==> config.mk <==
export PLATFORM = sky130hd
export DESIGN_NAME = input_conditioner
export DESIGN_NICKNAME = d
export VERILOG_FILES = /design/src/rtl/input_cond_pkg.sv /design/src/rtl/key_debounce.sv /design/src/rtl/input_conditioner.sv
export SDC_FILE = /design/constraint.sdc
export NUM_CORES = 1
export LEC_CHECK = 0
export ABC_AREA = 1
export BUFFER_PORTS_ARGS = -buffer_cell sky130_fd_sc_hd__clkbuf_2
export CELL_PAD_IN_SITES_DETAIL_PLACEMENT = 1
export CELL_PAD_IN_SITES_GLOBAL_PLACEMENT = 2
export CORE_AREA = 2 2 136 138
export CTS_CLUSTER_SIZE = 12
export DETAILED_ROUTE_END_ITERATION = 10
export DIE_AREA = 0 0 138 140
export GPL_ROUTABILITY_DRIVEN = 0
export PLACE_DENSITY_LB_ADDON = 0.1
export SETUP_SLACK_MARGIN = 0.05
export SLEW_MARGIN = 25
export SYNTH_ARGS = -nofsm -noshare
export SYNTH_HDL_FRONTEND = slang
export SYNTH_SLANG_ARGS = --single-unit
==> constraint.sdc <==
create_clock -name CLOCK_50 -period 2.15 [get_ports CLOCK_50]
set_clock_uncertainty 0.1 [all_clocks]
set_input_delay 0.215 -clock CLOCK_50 [delete_from_list [all_inputs] [get_ports CLOCK_50]]
set_output_delay 0.215 -clock CLOCK_50 [all_outputs]
set_load 0.02 [all_outputs]
==> src/rtl/input_cond_pkg.sv <==
// Shared types and constants for the board input conditioner.
package input_cond_pkg;

  // Per-key debounce states, from a released key through a press and back.
  typedef enum logic [1:0] {
    UP        = 2'd0,
    WAIT_DOWN = 2'd1,
    DOWN      = 2'd2,
    WAIT_UP   = 2'd3
  } deb_state_t;

  // 10 ms of stable input at 50 MHz.
  localparam int DEBOUNCE_CYCLES_50MHZ = 500000;
  // Short qualification window so simulations stay small.
  localparam int DEBOUNCE_CYCLES_SIM   = 4;

endpackage

==> src/rtl/key_debounce.sv <==
// One key channel: two-flop synchronizer, debounce FSM with qualification
// counter, registered level and one-cycle press/release pulses.
//
// state     | meaning
// ----------+------------------------------------------------------------
// UP        | key released and accepted as released
// WAIT_DOWN | key seen pressed, counting stable cycles before accepting
// DOWN      | key pressed and accepted as pressed
// WAIT_UP   | key seen released, counting stable cycles before accepting
module key_debounce
  import input_cond_pkg::*;
#(
  parameter int DEBOUNCE_CYCLES = DEBOUNCE_CYCLES_50MHZ
) (
  input  logic clk_i,
  input  logic rst_ni,
  input  logic key_raw_i,
  output logic level_o,
  output logic press_o,
  output logic release_o
);

  localparam int CW = $clog2(DEBOUNCE_CYCLES + 1);
  localparam logic [CW-1:0] CNT_LAST = CW'(DEBOUNCE_CYCLES - 1);

  logic [1:0]    sync_q;
  deb_state_t    state_q, state_d;
  logic [CW-1:0] cnt_q, cnt_d;
  logic          level_q, press_q, release_q;
  logic          pressed;

  // The raw key is active-low; the FSM works on the active-high sample.
  assign pressed = ~sync_q[1];

  // Synchronizer resets to "released" so reset never looks like a press.
  always_ff @(posedge clk_i or negedge rst_ni) begin
    if (!rst_ni) sync_q <= 2'b11;
    else         sync_q <= {sync_q[0], key_raw_i};
  end

  // Next-state and counter logic; the counter is cleared on every state change.
  always_comb begin
    state_d = state_q;
    cnt_d   = cnt_q;
    case (state_q)
      UP: begin
        if (pressed) begin
          state_d = WAIT_DOWN;
          cnt_d   = '0;
        end
      end
      WAIT_DOWN: begin
        if (!pressed) begin
          state_d = UP;
          cnt_d   = '0;
        end else if (cnt_q == CNT_LAST) begin
          state_d = DOWN;
          cnt_d   = '0;
        end else begin
          cnt_d = cnt_q + 1'b1;
        end
      end
      DOWN: begin
        if (!pressed) begin
          state_d = WAIT_UP;
          cnt_d   = '0;
        end
      end
      WAIT_UP: begin
        if (pressed) begin
          state_d = DOWN;
          cnt_d   = '0;
        end else if (cnt_q == CNT_LAST) begin
          state_d = UP;
          cnt_d   = '0;
        end else begin
          cnt_d = cnt_q + 1'b1;
        end
      end
      default: begin
        state_d = UP;
        cnt_d   = '0;
      end
    endcase
  end

  // State, counter and registered outputs; pulses mark accepted transitions only.
  always_ff @(posedge clk_i or negedge rst_ni) begin
    if (!rst_ni) begin
      state_q   <= UP;
      cnt_q     <= '0;
      level_q   <= 1'b0;
      press_q   <= 1'b0;
      release_q <= 1'b0;
    end else begin
      state_q   <= state_d;
      cnt_q     <= cnt_d;
      level_q   <= (state_d == DOWN) || (state_d == WAIT_UP);
      press_q   <= (state_q == WAIT_DOWN) && (state_d == DOWN);
      release_q <= (state_q == WAIT_UP) && (state_d == UP);
    end
  end

  assign level_o   = level_q;
  assign press_o   = press_q;
  assign release_o = release_q;

endmodule

==> src/rtl/input_conditioner.sv <==
// Board front-end: synchronizes switches, debounces keys, and captures a
// switch snapshot when the start key is pressed.
module input_conditioner
  import input_cond_pkg::*;
#(
  parameter int NUM_KEYS        = 4,
  parameter int SW_WIDTH        = 8,
  parameter int DEBOUNCE_CYCLES = DEBOUNCE_CYCLES_50MHZ,
  parameter int START_KEY       = 3
) (
  input  logic                CLOCK_50,
  input  logic                Reset_n,
  input  logic [NUM_KEYS-1:0] KEY,
  input  logic [SW_WIDTH-1:0] SW,
  output logic [SW_WIDTH-1:0] SW_Stable,
  output logic [NUM_KEYS-1:0] key_level,
  output logic [NUM_KEYS-1:0] key_press,
  output logic [NUM_KEYS-1:0] key_release,
  output logic [SW_WIDTH-1:0] sw_snapshot,
  output logic                snapshot_valid
);

  logic [SW_WIDTH-1:0] sw_sync1_q, sw_sync2_q;
  logic [SW_WIDTH-1:0] snap_q;
  logic                snap_valid_q;

  for (genvar g = 0; g < NUM_KEYS; g++) begin : g_key
    key_debounce #(
      .DEBOUNCE_CYCLES(DEBOUNCE_CYCLES)
    ) u_key_debounce (
      .clk_i     (CLOCK_50),
      .rst_ni    (Reset_n),
      .key_raw_i (KEY[g]),
      .level_o   (key_level[g]),
      .press_o   (key_press[g]),
      .release_o (key_release[g])
    );
  end

  // Two-flop switch synchronizer.
  always_ff @(posedge CLOCK_50 or negedge Reset_n) begin
    if (!Reset_n) begin
      sw_sync1_q <= '0;
      sw_sync2_q <= '0;
    end else begin
      sw_sync1_q <= SW;
      sw_sync2_q <= sw_sync1_q;
    end
  end

  // Snapshot the synchronized switches on the start-key press pulse; the
  // strobe therefore trails the press pulse by one cycle.
  always_ff @(posedge CLOCK_50 or negedge Reset_n) begin
    if (!Reset_n) begin
      snap_q       <= '0;
      snap_valid_q <= 1'b0;
    end else begin
      if (key_press[START_KEY]) snap_q <= sw_sync2_q;
      snap_valid_q <= key_press[START_KEY];
    end
  end

  assign SW_Stable      = sw_sync2_q;
  assign sw_snapshot    = snap_q;
  assign snapshot_valid = snap_valid_q;

endmodule

==> results of run 1 <==
-- metrics by stage --
step                      std cells  total power [mW]  area (um^2)  hold WS, ns
after CTS                      1046              5.90         7580        0.254
after global placement         1001              2.75         6820        0.153
after global routing           1046              6.04         7580        0.260
final                          1046              5.80         7580        0.251
after floorplan                 754              2.64         6460       -0.181
after detailed placement       1001              2.76         6820        0.153
-- per-layer routing --
metal	GRT usage	vias to the layer above	wire [um]
met2	0.289	52	7400
met3	0.0465	12	430
li1	-	2495	-
met5	0	-	0
met4	0.0435	0	172
met1	0.224	2406	7510
-- worst min path at each step --
stage                  startpoint                                 to  slack [ns]  cells after the start
detailed placement        Reset_n  g_key[1].u_key_debounce.cnt_q[17]        0.15                      1
global route        sw_sync1_q[4]                       SW_Stable[4]        0.26                      0
global placement          Reset_n  g_key[1].u_key_debounce.cnt_q[17]        0.15                      1
floorplan                 Reset_n                       SW_Stable[0]       -0.18                      0
CTS                 sw_sync1_q[5]                       SW_Stable[5]        0.25                      0
finish                    Reset_n  g_key[1].u_key_debounce.cnt_q[17]        0.25                      2
-- power groups by stage --
stage | sequential (mW) | combinational [mW] | clock [mW]
after floorplan | 2.55 | 0.0903 | 0
after global placement | 2.54 | 0.212 | 0
after detailed placement | 2.55 | 0.213 | 0
after CTS | 2.50 | 0.233 | 3.17
after global routing | 2.51 | 0.254 | 3.28
final | 2.50 | 0.223 | 3.07
-- area by class of cell --
class | instances | area (um^2) | area share
multi-input cells | 514 | 2710 | 0.357
well taps | 229 | 287 | 0.0378
clock inverters | 14 | 189 | 0.0249
flip-flops and latches | 129 | 3240 | 0.427
inverters | 80 | 300 | 0.0396
repair buffers | 62 | 424 | 0.0559
clock buffers | 18 | 439 | 0.0579
-- sequential cells by signal, indices dropped and copies added (netlist names), 8 cells and up --
register	flops
g_key.u_key_debounce.cnt_q	76
SW_Stable	8
g_key.u_key_debounce.state_q	8
g_key.u_key_debounce.sync_q	8
sw_snapshot	8
sw_sync1_q	8
-- cells by family (layout without fill, tap and decap cells) --
logic type               Yosys count  count (layout)  share of synthesized area
flip-flops                       129             129                      0.502
XOR/XNOR                          45              45                     0.0622
buffers and inverters            111             174                     0.0795
AO/OA/AOI/OAI                     72              72                     0.0700
multiplexers                       8               8                     0.0140
AND/OR/NAND/NOR                  385             385                      0.265
adder cells (fa/ha/maj)            4               4                    0.00775
-- worst reg2reg max path, stage by stage, from the launching register on --
cell and delay [ns]:
dfrtp_1 0.39, ha_1 0.21, nand3_1 0.19, nor2_1 0.15, nand3_1 0.09, nand2_1 0.23, buf_4 0.23, o21ai_1 0.09
-- layout by cell type (no fill, tap or decap), drive strengths merged, types with 13 or more instances in the layout --
master | netlist | final
nand2 | 202 | 202
dfrtp | 121 | 121
nor2 | 95 | 95
inv | 80 | 80
nand3 | 63 | 63
clkbuf | 1 | 59
o21ai | 42 | 42
xor2 | 30 | 30
o22ai | 16 | 16
xnor2 | 15 | 15
nand4 | 14 | 14
dlygate4sd3 | 0 | 13
-- repair_timing --
| action | 4_1_cts | 5_1_grt |
|---|---|---|
| hold buffers | 13 | 0 |
| endpoints found under the hold margin | 64 | 0 |
| gates resized for setup | 0 | 0 |
| buffers inserted | 0 | 0 |
==> flow_summary.ini, run 1 <==
[floorplanning]
boundaryPins = 43
fp.dieW_um = 138
design.die.area_mm2 = 0.0193
core_area_mm2 = 0.0178
dieHeight_um = 140
start_util = 0.363
rows = 49

[worst_setup_path]
ff2ff_setup_slack_ns = 0.35
cp-endpoint = g_key[3].u_key_debounce.cnt_q[9]
cp_max_fo = 10
crit_family = simple AND/OR/NAND/NOR gates
required_ns = 2.35
setup.worst_path.start = g_key[3].u_key_debounce.cnt_q[0]
endpoint_kind = flop
path_cells = ha_1, nand3_1, nor2_1, nand3_1, nand2_1, buf_4, o21ai_1
critPathMostFrequentCell = nand3_1
worst-r2r-cell-count = 7
regToRegEndpoint = g_key[3].u_key_debounce.cnt_q[9]
crit-reg2reg-launch = g_key[3].u_key_debounce.cnt_q[0]
critPathBufInv = 1
slowest_stage = dfrtp_1
crit_type = flop to flop
critPathMaxStageDelay_ns = 0.39
crit_cells = 7
cp_data_arrival_time_ns = 2.00
start_kind = flop

[route]
routed_wl_um = 15500
drc = 0
wire_per_inst_um = 14.8
ant_nets = 0
drt_iter0_markers = 203
vias = 4965
via_per_inst = 4.75
drt-pass1-iter-count = 4

[global_routing]
grt_pass1_wl_um = 27000
grt_use_total = 0.173
grt_pass1_vias = 5409
overflow = 0
antenna_found_initial = 0
grt_max_degree = 59

[clocking]
clk_pin_slew_ns = 0.06
clock-sinks = 129
clockRootBuffer = clkbuf_16
cts_max_level = 4
clk_path_buf_depth = 2
cts-buffers-inserted = 17
cts_tree = done
clk_latency_ns = 0.42

[synth]
yosysMostFrequentCell = nand2_1
yosys-top-cells-count = nand2_1 (196), dfrtp_1 (121), nor2_1 (72), inv_1 (67), nand3_1 (61)
yosysTopAreaCellShare = 0.469
yosysSeqAreaShare = 0.502
yosysUniqueCellTypes = 39
netlist_area_mm2 = 0.00646
synth_area_leaders = dfrtp_1 (47%), nand2_1 (11%), nand3_1 (4.7%)
synth-seq-cells = 129
synth_edf_count = 0
synth_area_leader_cell = dfrtp_1
synthFlopType = dfrtp_1
synthCells = 754
synth_nets = 772
synth_warnings = 0
async_flop_share = 1.00
postSynthAreaPerCell_um2 = 8.56

[place]
io_buffers = 42
place_ws_ns = 0.342
hpwl_um = 10900

[sta]
rsz0062_at_grt = false
finalMaxSlewViolations = 0
min_period_ns = 1.80
worst_slack_ns = 0.345
relSlewSlack = 0.582
final-setup-viol-count = 0
worst_slew_pin_slew_ns = 0.627
setup_tns_ns = 0
hold_violations = 0
post-route-period-util = 0.840
fmax_ghz = 0.554

[final_layout]
final_core_util = 0.426
fill_cells = 2092
area_delta_synth_final_pct = 17.4
final_nets = 822
diodes = 0
drive_above_1_share = 0.188

[outcome]
status = finished, final reports clean

[flow_run]
cap_violations = 0

[pwr]
power_density_mw_per_mm2 = 765
switchingPower_mw = 1.29
clockPowerShare = 0.530
p_leak_nw = 3.36
ir_drop_mv = 0.551
swShare = 0.222
p_int_mw = 4.51
p_comb_frac = 0.038
power_frac_seq = 0.432

[worst_hold_path]
hold_class = input port to asynchronous set/reset pin
Power figures use the tool's default switching activity.
==> run 2: changes to the inputs <==
- clock period: 2.15 -> 1.9 ns (I/O delays scaled with it)
==> flow_summary.ini, run 2 (synthesized netlist as in run 1, its figures left out) <==
[final_layout]
diodes = 0
final_cell_mix = nand2_1 (194), dfrtp_1 (121), nor2_1 (70)
largest_register_ffs = 76
fill_cells = 2119
area_delta_synth_final_pct = 19.3
multi_input_area_mm2 = 0.00276
largest-register = g_key.u_key_debounce.cnt_q
final_nets = 837
layout_commonest_cell = nand2_1
drive_above_1_share = 0.214
register_area_mm2 = 0.00324

[floorplanning]
boundaryPins = 43
core_area_mm2 = 0.0178
design.die.area_mm2 = 0.0193
rows = 49
dieHeight_um = 140
fp.dieW_um = 138
start_util = 0.363

[place]
io_buffers = 42
hpwl_um = 11500
place_ws_ns = 0.123

[sta]
final-setup-viol-count = 0
hold_violations = 0
worst_slew_pin_slew_ns = 0.542
rsz0062_at_grt = false
fin_hold_ws_ns = 0.164
worst_slack_ns = 0.223
fmax_ghz = 0.596
setup_tns_ns = 0
finalMaxSlewViolations = 0
min_period_ns = 1.68
post-route-period-util = 0.883
relSlewSlack = 0.636

[route]
via_per_inst = 4.84
drt_iter0_markers = 219
drc = 0
vias = 5138
routed_wl_um = 16100
drt-pass1-iter-count = 4
wire_per_inst_um = 15.1
ant_nets = 0

[worst_setup_path]
critPathBufInv = 1
crit_cells = 5
cp-endpoint = g_key[1].u_key_debounce.cnt_q[13]
ff2ff_setup_slack_ns = 0.22
crit_family = flip-flops
endpoint_kind = flop
required_ns = 2.15
crit_type = flop to flop
critPathMaxStageDelay_ns = 0.58
start_kind = flop
cp_data_arrival_time_ns = 1.93
slowest_stage = dfstp_2
regToRegEndpoint = g_key[1].u_key_debounce.cnt_q[13]
cp_max_fo = 15
worst-r2r-cell-count = 5
path_cells = xor2_2, nand2_2, inv_2, nand2_1, a21oi_1
setup.worst_path.start = g_key[1].u_key_debounce.sync_q[1]
crit-reg2reg-launch = g_key[1].u_key_debounce.sync_q[1]

[pwr]
power_density_mw_per_mm2 = 819
ir_drop_mv = 0.617
p_leak_nw = 3.41
power_mw = 6.31

[global_routing]
grt_max_degree = 46
grt_pass1_wl_um = 27500
overflow = 0
antenna_found_initial = 0
grt_use_total = 0.177
grt_pass1_vias = 5454

[clocking]
clockRootBuffer = clkbuf_16
clk_latency_ns = 0.42
clk_pin_slew_ns = 0.06
cts-buffers-inserted = 17
clock-sinks = 129
clk_path_buf_depth = 2
cts_max_level = 4
cts_tree = done

[outcome]
status = finished, final reports clean

[worst_hold_path]
hold_class = input port to asynchronous set/reset pin

[flow_run]
cap_violations = 0
run 2: cell count changes in the layout (fill, tap and decap cells not counted), moves of 2 or more:
cell,change
bufinv_16,-2
nand2_2,+2
nand3_2,+2
nand3_1,-2
nor2_4,+2
ha_2,+2
ha_1,-2
clkinvlp_4,+2
nand2_1,-2
nor2_1,-2
clkinv_2,+2
buf_4,+14
run 2: per-stage QoR:
stage                     area (um^2)  utilization  std cells
after floorplan                  6460            -        754
after global placement           6930        0.390       1014
after detailed placement         6930        0.390       1014
after CTS                        7630        0.429       1059
after global routing             7700        0.433       1061
final                            7700        0.433       1061
run 2: final cells by class:
class                           instances  share of cell area
Sequential cell                       129               0.420
Multi-Input combinational cell        514               0.358
Timing Repair Buffer                   77              0.0713
Clock buffer                           17              0.0552
Inverter                               80              0.0390
Tap cell                              229              0.0372
Clock inverter                         15              0.0188
run 2: report_power, final:
group | switching (mW) | total [mW] | internal [mW]
Clock | 1.28 | 3.20 | 1.91
Combinational | 0.182 | 0.279 | 0.0973
Sequential | 0.0319 | 2.83 | 2.80
run 2: routing by layer:
metal  wire length (um)  vias to the layer above  global-route usage
met5                  0                        -                   0
met1               7490                     2554               0.226
met2               7990                       45               0.301
met4                207                        0              0.0553
li1                   -                     2522                   -
met3                366                       17              0.0386
run 2: worst min path at each step:
stage               startpoint                                 to  slack, ns  cells past startpoint
floorplan              Reset_n                       SW_Stable[0]      -0.21                      0
global placement       Reset_n  g_key[1].u_key_debounce.cnt_q[18]       0.06                      1
detailed placement     Reset_n  g_key[1].u_key_debounce.cnt_q[18]       0.06                      1
CTS                    Reset_n  g_key[1].u_key_debounce.cnt_q[18]       0.18                      2
global route           Reset_n  g_key[1].u_key_debounce.cnt_q[18]       0.19                      2
finish                 Reset_n  g_key[1].u_key_debounce.cnt_q[18]       0.16                      2
run 2: timing repair:
item | CTS | global route
endpoints found under the hold margin | 58 | 0
setup endpoints to repair | 0 | 39
hold buffers | 13 | 0
gates resized for setup | 0 | 13
buffers inserted | 0 | 2
